File: config.mk
export PLATFORM = sky130hd
export DESIGN_NAME = mem_port_arbiter
export DESIGN_NICKNAME = d
export VERILOG_FILES = /design/src/rtl/mem_port_arbiter.sv
export SDC_FILE = /design/constraint.sdc
export NUM_CORES = 1
export LEC_CHECK = 0
export CORE_AREA = 5 5 287 289
export CTS_CLUSTER_SIZE = 16
export DETAILED_ROUTE_END_ITERATION = 10
export DIE_AREA = 0 0 292 294
export PLACE_DENSITY = 0.47
export SETUP_SLACK_MARGIN = 0.15
export SYNTH_ARGS = -nofsm -noshare
export SYNTH_HDL_FRONTEND = slang
export SYNTH_SLANG_ARGS = --single-unit
File: constraint.sdc
create_clock -name clk -period 2.25 [get_ports clk]
set_input_delay 0.225 -clock clk [delete_from_list [all_inputs] [get_ports clk]]
set_output_delay 0.225 -clock clk [all_outputs]
set_load 0.02 [all_outputs]
File: src/rtl/mem_port_arbiter.sv
// mem_port_arbiter: round-robin share of one block-wide memory port between
// the I-cache (client 0) and the D-cache (client 1). One transaction in flight;
// reads that the memory never answers are aborted by a watchdog count.
module mem_port_arbiter #(
   parameter int ADDR_WIDTH     = 32,
   parameter int BLOCK_SIZE     = 128,
   parameter int TIMEOUT_CYCLES = 255
) (
   input  logic                    clk,
   input  logic                    rst,
   input  logic [1:0]              req,
   input  logic [1:0]              req_we,
   input  logic [2*ADDR_WIDTH-1:0] req_addr,
   input  logic [2*BLOCK_SIZE-1:0] req_wdata,
   output logic [1:0]              gnt,
   output logic [1:0]              done,
   output logic                    err,
   output logic [BLOCK_SIZE-1:0]   rdata,
   output logic                    mem_req,
   output logic                    mem_we,
   output logic [ADDR_WIDTH-1:0]   mem_addr,
   output logic [BLOCK_SIZE-1:0]   mem_wdata,
   input  logic                    mem_ready,
   input  logic                    mem_valid,
   input  logic [BLOCK_SIZE-1:0]   mem_rdata
);

   localparam int            CW      = $clog2(TIMEOUT_CYCLES + 1);
   localparam logic [CW-1:0] CNT_MAX = CW'(TIMEOUT_CYCLES);

   localparam logic [1:0] S_IDLE    = 2'd0;
   localparam logic [1:0] S_ISSUE   = 2'd1;
   localparam logic [1:0] S_WAIT_RD = 2'd2;
   localparam logic [1:0] S_RESP    = 2'd3;

   logic [1:0]            state_q, state_d;
   logic [CW-1:0]         cnt_q, cnt_d, cnt_nxt;
   logic                  ptr_q, ptr_d;        // last granted client
   logic                  abort_q, abort_d;    // current transaction timed out
   logic [BLOCK_SIZE-1:0] rbuf_q, rbuf_d;      // captured refill block
   logic [1:0]            gnt_q, gnt_d;
   logic [1:0]            done_q, done_d;
   logic                  err_q, err_d;
   logic [BLOCK_SIZE-1:0] rdata_q, rdata_d;
   logic                  mem_req_q, mem_req_d;
   logic                  mem_we_q, mem_we_d;
   logic [ADDR_WIDTH-1:0] mem_addr_q, mem_addr_d;
   logic [BLOCK_SIZE-1:0] mem_wdata_q, mem_wdata_d;
   logic                  win;

   assign gnt       = gnt_q;
   assign done      = done_q;
   assign err       = err_q;
   assign rdata     = rdata_q;
   assign mem_req   = mem_req_q;
   assign mem_we    = mem_we_q;
   assign mem_addr  = mem_addr_q;
   assign mem_wdata = mem_wdata_q;

   // Next-state: arbitration in IDLE, memory handshake, watchdog and response pulse.
   always_comb begin
      state_d     = state_q;
      cnt_d       = cnt_q;
      ptr_d       = ptr_q;
      abort_d     = abort_q;
      rbuf_d      = rbuf_q;
      gnt_d       = gnt_q;
      done_d      = 2'b00;
      err_d       = 1'b0;
      rdata_d     = '0;
      mem_req_d   = mem_req_q;
      mem_we_d    = mem_we_q;
      mem_addr_d  = mem_addr_q;
      mem_wdata_d = mem_wdata_q;
      cnt_nxt     = cnt_q + CW'(1);
      // Client 1 wins when alone, or when both ask and client 0 went last.
      win         = req[1] & (~req[0] | ~ptr_q);

      case (state_q)
         S_IDLE: begin
            if (|req) begin
               gnt_d       = win ? 2'b10 : 2'b01;
               ptr_d       = win;
               mem_we_d    = req_we[win];
               mem_addr_d  = win ? req_addr[2*ADDR_WIDTH-1:ADDR_WIDTH] : req_addr[ADDR_WIDTH-1:0];
               if (req_we[win])
                  mem_wdata_d = win ? req_wdata[2*BLOCK_SIZE-1:BLOCK_SIZE] : req_wdata[BLOCK_SIZE-1:0];
               else
                  mem_wdata_d = '0;
               mem_req_d   = 1'b1;
               cnt_d       = '0;
               abort_d     = 1'b0;
               rbuf_d      = '0;
               state_d     = S_ISSUE;
            end
         end
         S_ISSUE: begin
            cnt_d = cnt_nxt;
            // An accepted write is complete; an accepted read on the last
            // allowed cycle still has no data, so the watchdog wins over it.
            if (mem_ready && mem_we_q) begin
               mem_req_d = 1'b0;
               state_d   = S_RESP;
            end else if (cnt_nxt == CNT_MAX) begin
               mem_req_d = 1'b0;
               abort_d   = 1'b1;
               state_d   = S_RESP;
            end else if (mem_ready) begin
               mem_req_d = 1'b0;
               state_d   = S_WAIT_RD;
            end
         end
         S_WAIT_RD: begin
            cnt_d = cnt_nxt;
            if (mem_valid) begin
               rbuf_d  = mem_rdata;
               state_d = S_RESP;
            end else if (cnt_nxt == CNT_MAX) begin
               abort_d = 1'b1;
               state_d = S_RESP;
            end
         end
         S_RESP: begin
            // rbuf stays zero for writes and aborted reads.
            done_d  = gnt_q;
            err_d   = abort_q;
            rdata_d = rbuf_q;
            gnt_d   = 2'b00;
            state_d = S_IDLE;
         end
         default: state_d = S_IDLE;
      endcase
   end

   // State and output registers with synchronous active-low reset.
   always_ff @(posedge clk) begin
      if (!rst) begin
         state_q     <= S_IDLE;
         cnt_q       <= '0;
         ptr_q       <= 1'b1;
         abort_q     <= 1'b0;
         rbuf_q      <= '0;
         gnt_q       <= 2'b00;
         done_q      <= 2'b00;
         err_q       <= 1'b0;
         rdata_q     <= '0;
         mem_req_q   <= 1'b0;
         mem_we_q    <= 1'b0;
         mem_addr_q  <= '0;
         mem_wdata_q <= '0;
      end else begin
         state_q     <= state_d;
         cnt_q       <= cnt_d;
         ptr_q       <= ptr_d;
         abort_q     <= abort_d;
         rbuf_q      <= rbuf_d;
         gnt_q       <= gnt_d;
         done_q      <= done_d;
         err_q       <= err_d;
         rdata_q     <= rdata_d;
         mem_req_q   <= mem_req_d;
         mem_we_q    <= mem_we_d;
         mem_addr_q  <= mem_addr_d;
         mem_wdata_q <= mem_wdata_d;
      end
   end

endmodule
==> results.cfg, run 1 <==
[run_status]
outcome = completed

[logic_synthesis]
synth.ff_latch_count = 435
yosys-top-cells-area = dfxtp_1 (53%), mux2i_1 (7.9%), nor2b_1 (6.3%)
synth_edf_count = 0
synth.cell_area_um2 = 16400
syn_area_per_cell_um2 = 9.85
synth_seq_area_share_pct = 53.0
synth_top_area_share_pct = 53.0
synth_nets = 2130
synthArstFlopShare_pct = 0
yosys.area.top_type = dfxtp_1
ys.flop_type = dfxtp_1
synthCells = 1667
synthDistinctLibCells = 45
yosysWarningCount = 0

[place]
dpl.hpwl_um = 54800
io_buffers = 750
pre_cts_ws_ns = -0.0548
place.gp.congestion = 0.914
post_dp_cell_area_um2 = 25400

[global_routing]
grt_start_max_net_pins = 89
grt.total_usage_pct = 16.1
antenna_found_initial = 23
grt_pass1_wl_um = 106000
grt_pass1_vias = 15517
grt_remaining_overflow = 0

[cells_and_area]
final-seq-area_um2 = 8710
syn2layout_area_growth_pct = 65.7
final_cell_area_um2 = 27200
multi_input_area_um2 = 7130
layout-drive-gt1-share_pct = 6.25
final_common_cell = clkdlybuf4s50_1
final_cell_mix = clkdlybuf4s50_1 (749), dfxtp_1 (435), nor2b_1 (165)
nFillCells = 8120
nNetsFinal = 2838

[clocking]
cts-root-buf = clkbuf_16
cts_buffers = 52
insertion_delay_ns = 0.60
cts_buffer_depth = 3
path_clk_slew_ns = 0.06
cts_tree = built
htreeDepth = 2
clock-sinks = 435
ctsHoldBuffers = 0

[route]
drtIter0Drc = 692
drc = 0
drtAntennaViolNets = 0
dr.pass1.iters = 8
post_drt_wl_per_cell_um = 21.1
routed_wl_um = 73700
vias = 15038
viasPerCell = 4.30

[timing]
relSlewSlack_pct = 64.0
fmax_ghz = 0.500
finalMaxSlewViolations = 0
finalHoldViolations = 0
worstMarginPinSlew_ns = 0.539
setup_viol = 0
setup_slack_ns = 0.249
fin_crit_ns = 2.00
finalCritPeriodShare_pct = 89.0
fin_skew_ns = 0.0289
rsz0062_at_grt = yes

[setup_path]
endpoint_kind = flip-flop
cp_max_fo = 8
worst-setup-path-type = flip-flop to flip-flop
r2r_end = state_q[0]
critPathCapture = state_q[0]
critPathRequiredTime_ns = 2.79
r2r-start = cnt_q[0]
ff2ff_path_depth = 7
r2r_setup_slack_ns = 0.25
start_kind = flip-flop
arrival_ns = 2.54
critPathLaunch = cnt_q[0]

[floorplan]
start_util_pct = 20.6
core_um2 = 79600
die_w_um = 292
die_height_um = 294
pin_count = 751
rows = 104
dieArea_um2 = 85800

[power]
vdd_ir_drop_max_uv = 576
p_leak_nw = 10.2
power_density_nw_per_um2 = 905

[hold_path]
holdCritPathClass = input pin to flip-flop

[flow_run]
max-cap-violations = 0
critical path, stage by stage, from the launching register on:
cell	delay (ns)
dfxtp_1	0.47
ha_2	0.29
nand3_1	0.19
xor2_1	0.21
a311oi_2	0.25
buf_4	0.18
a311oi_1	0.08
and4bb_1	0.27
state kept, by name, summed over array words and instances, names as in the netlist:
| register | count |
|---|---|
| mem_wdata | 128 |
| gnt | 2 |
| mem_req | 1 |
| err | 1 |
| rdata | 128 |
| mem_addr | 32 |
| cnt_q | 8 |
| ptr_q | 1 |
| state_q | 2 |
| rbuf_q | 128 |
| done | 2 |
| mem_we | 1 |
| abort_q | 1 |
through the flow:
stage	power, W	utilization, %	TNS, ns	cells	hold WS, ns
after floorplan	0.0126	-	0	1667	0.398
after global placement	0.0162	31.9	0	3380	0.460
after detailed placement	0.0163	31.9	-0.0548	3380	0.462
after CTS	0.0251	34.1	0	3475	0.0592
after global routing	0.0260	34.2	0	3488	0.0860
final	0.0246	34.2	0	3494	0.0942
power by group:
| part | internal, W | total, W | switching (W) | leakage, nW |
|---|---|---|---|---|
| sequential | 0.00846 | 0.00889 | 0.000431 | 3.52 |
| combinational | 0.00329 | 0.00722 | 0.00394 | 5.84 |
| clock | 0.00500 | 0.00853 | 0.00353 | 0.857 |
| total | 0.0167 | 0.0246 | 0.00790 | 10.2 |
worst min path at each step:
| stage | from | to | cells past startpoint |
|---|---|---|---|
| global route | rst | rbuf_q[116] | 2 |
| finish | rst | rbuf_q[124] | 2 |
| global placement | rbuf_q[94] | rdata[94] | 1 |
| detailed placement | rbuf_q[66] | rdata[66] | 1 |
| CTS | rst | rbuf_q[124] | 2 |
| floorplan | req_addr[32] | mem_addr[0] | 2 |
cell usage after synthesis (all sizes together) (5+ instances only):
library cell  count
nor2              5
a222oi           31
a21boi            5
o21ai           142
a22oi           134
and3            131
ha                7
nand2           149
dfxtp           435
mux2i           130
nor2b           165
inv               8
buf              56
and2            132
clkbuf           92
cell type report:
type                    count  share of cell area, %
diodes                     18                  0.165
clock buffers              75                   5.50
clock inverters            20                  0.896
inverters                   8                  0.110
multi-input cells        1076                   26.2
flip-flops and latches    435                   32.0
well taps                1060                   4.87
repair buffers            802                   30.3
cells by family (layout without fill, tap and decap cells):
family                   Yosys count  count (layout)  share of synthesized area [%]
AO/OA/AOI/OAI                    333             333                           13.6
XOR/XNOR                           2               2                          0.107
adder cells (fa/ha/maj)            7               7                          0.533
buffers and inverters            156             905                           4.07
flip-flops                       435             435                           53.0
multiplexers                     130             130                           7.92
other                              0              18                              0
AND/OR/NAND/NOR                  604             604                           20.8
metal layers:
layer  wire [um]  GRT usage (%)
met4        2360           5.71
met5          37              0
met2       36800           28.5
met1       27600           17.3
met3        6880           6.60
repair_timing:
item	CTS	global route
setup buffers	0	1
pin swaps	0	1
setup endpoints to repair	15	132
endpoints found under the hold margin	0	0
gates resized for setup	3	6
Power figures use the tool's default switching activity.
==> run 2, diff against run 1 <==
Settings changed: ABC_CLOCK_PERIOD_IN_PS set to 2250, SLEW_MARGIN set to 20.
==> results of run 2 <==
Same layout as run 1: the final DEF is identical, and so are final timing and power.
==> run 3, diff against run 2 <==
Settings changed: ABC_CLOCK_PERIOD_IN_PS 2250 to 2200.
Clock period 2.25 ns to 2.2 ns, I/O delays scaled along.
==> run 3 against run 2 <==
Compared with the run above:
- register-to-register slack worse by 0.04 ns
- power up 2.2%
- worst setup slack worse by 0.039 ns
- clock power rose by 0.6%
- global-route usage fell by 0.12 points
- hold slack improved by 0.011 ns
- routed wire length fell by 0.21%
- critical path type unchanged
- critical endpoint unchanged
==> results.cfg, run 3 (synthesis results as in run 1) <==
[run_status]
outcome = completed

[place]
pre_cts_ws_ns = -0.0977
post_dp_cell_area_um2 = 25400
dpl.hpwl_um = 54600
place.gp.congestion = 0.904
io_buffers = 750

[clocking]
insertion_delay_ns = 0.61
cts-root-buf = clkbuf_16
htreeDepth = 2
clock-sinks = 435
cts_buffer_depth = 3
cts_buffers = 52
ctsHoldBuffers = 0
path_clk_slew_ns = 0.06
cts_tree = built

[floorplan]
start_util_pct = 20.6
core_um2 = 79600
dieArea_um2 = 85800
die_w_um = 292
rows = 104
die_height_um = 294
pin_count = 751

[cells_and_area]
nFillCells = 8084
final_cell_mix = clkdlybuf4s50_1 (749), dfxtp_1 (433), nor2b_1 (165)
final_common_cell = clkdlybuf4s50_1
syn2layout_area_growth_pct = 65.9
nNetsFinal = 2844
fin_util_pct = 34.2
final_cell_area_um2 = 27300
layout-drive-gt1-share_pct = 6.41

[setup_path]
crit_slowest_cell = dfxtp_2
cp_max_fo = 8
start_kind = flip-flop
path_delay_family = simple AND/OR/NAND/NOR gates
worst-setup-path-type = flip-flop to flip-flop
critPathRequiredTime_ns = 2.73
path_cells = ha_2 -> nand3_1 -> xor2_1 -> a311oi_2 -> buf_4 -> a311oi_1 -> and4bb_1
max_stage_delay_ns = 0.40
critPathBufInv = 1
endpoint_kind = flip-flop
arrival_ns = 2.52
r2r_setup_slack_ns = 0.21

[global_routing]
grt_start_max_net_pins = 89
grt_pass1_vias = 15369
grt_pass1_wl_um = 105000
antenna_found_initial = 27
grt_remaining_overflow = 0
grt.total_usage_pct = 16.0

[timing]
fin_crit_ns = 1.99
fin_skew_ns = 0.0189
fmax_ghz = 0.502
relSlewSlack_pct = 62.2
finalCritPeriodShare_pct = 90.5
finalMaxSlewViolations = 0
finalHoldViolations = 0
worstMarginPinSlew_ns = 0.567
rsz0062_at_grt = no
setup_slack_ns = 0.210
setup_viol = 0

[flow_run]
max-cap-violations = 0

[route]
post_drt_wl_per_cell_um = 21.0
vias = 15008
drtAntennaViolNets = 0
drtIter0Drc = 840
viasPerCell = 4.29
routed_wl_um = 73500
drc = 0
dr.pass1.iters = 8

[power]
vdd_ir_drop_max_uv = 542
p_leak_nw = 10.2
power_density_nw_per_um2 = 924

[hold_path]
holdCritPathClass = input pin to flip-flop
==> run 3: cell type report <==
type / count / area [um^2] / area share (%)
clock inverter: 21 / 273 / 1.00
clock buffer: 70 / 1420 / 5.21
sequential: 435 / 8710 / 32.0
multi-input combinational: 1077 / 7160 / 26.3
inverter: 8 / 30.0 / 0.110
tap: 1060 / 1330 / 4.87
timing repair buffer: 807 / 8290 / 30.4
antenna: 19 / 47.5 / 0.174
==> run 3: worst paths after layout <==
check        startpoint           to  cells after the start
max reg2reg    cnt_q[0]   state_q[0]                      7
min                 rst  rbuf_q[114]                      2
max            cnt_q[0]   state_q[0]                      7
min reg2reg  rbuf_q[94]    rdata[94]                      1
==> run 3: repair_timing <==
action	in CTS	in global routing
cloned	1	0
endpoints found under the setup margin	125	133
pin swaps	3	0
buffers inserted	3	0
gates resized for setup	5	9
==> run 3: metal layers <==
metal / routed length (um) / vias to the layer above / GRT usage [%] / share of wire (%)
met5: 46 / - / 0 / 0.063
met4: 2490 / 6 / 6.19 / 3.4
met3: 7000 / 115 / 6.65 / 9.5
met2: 36200 / 547 / 27.6 / 49
met1: 27800 / 7073 / 17.5 / 38
li1: - / 7267 / - / -
==> run 3: report_power, final <==
part / switching [W] / leakage, nW / internal, W
Combinational: 0.00407 / 5.88 / 0.00345
Sequential: 0.000434 / 3.53 / 0.00865
Clock: 0.00356 / 0.828 / 0.00502
==> run 3: metrics by stage <==
stage,power [W],TNS (ns),std cells,hold WS (ns)
final,0.0252,0,3497,0.106
after global routing,0.0265,0,3491,0.101
after CTS,0.0256,0,3478,0.0652
after detailed placement,0.0167,-0.157,3383,0.462
after global placement,0.0166,-0.0220,3383,0.459
after floorplan,0.0128,0,1667,0.393
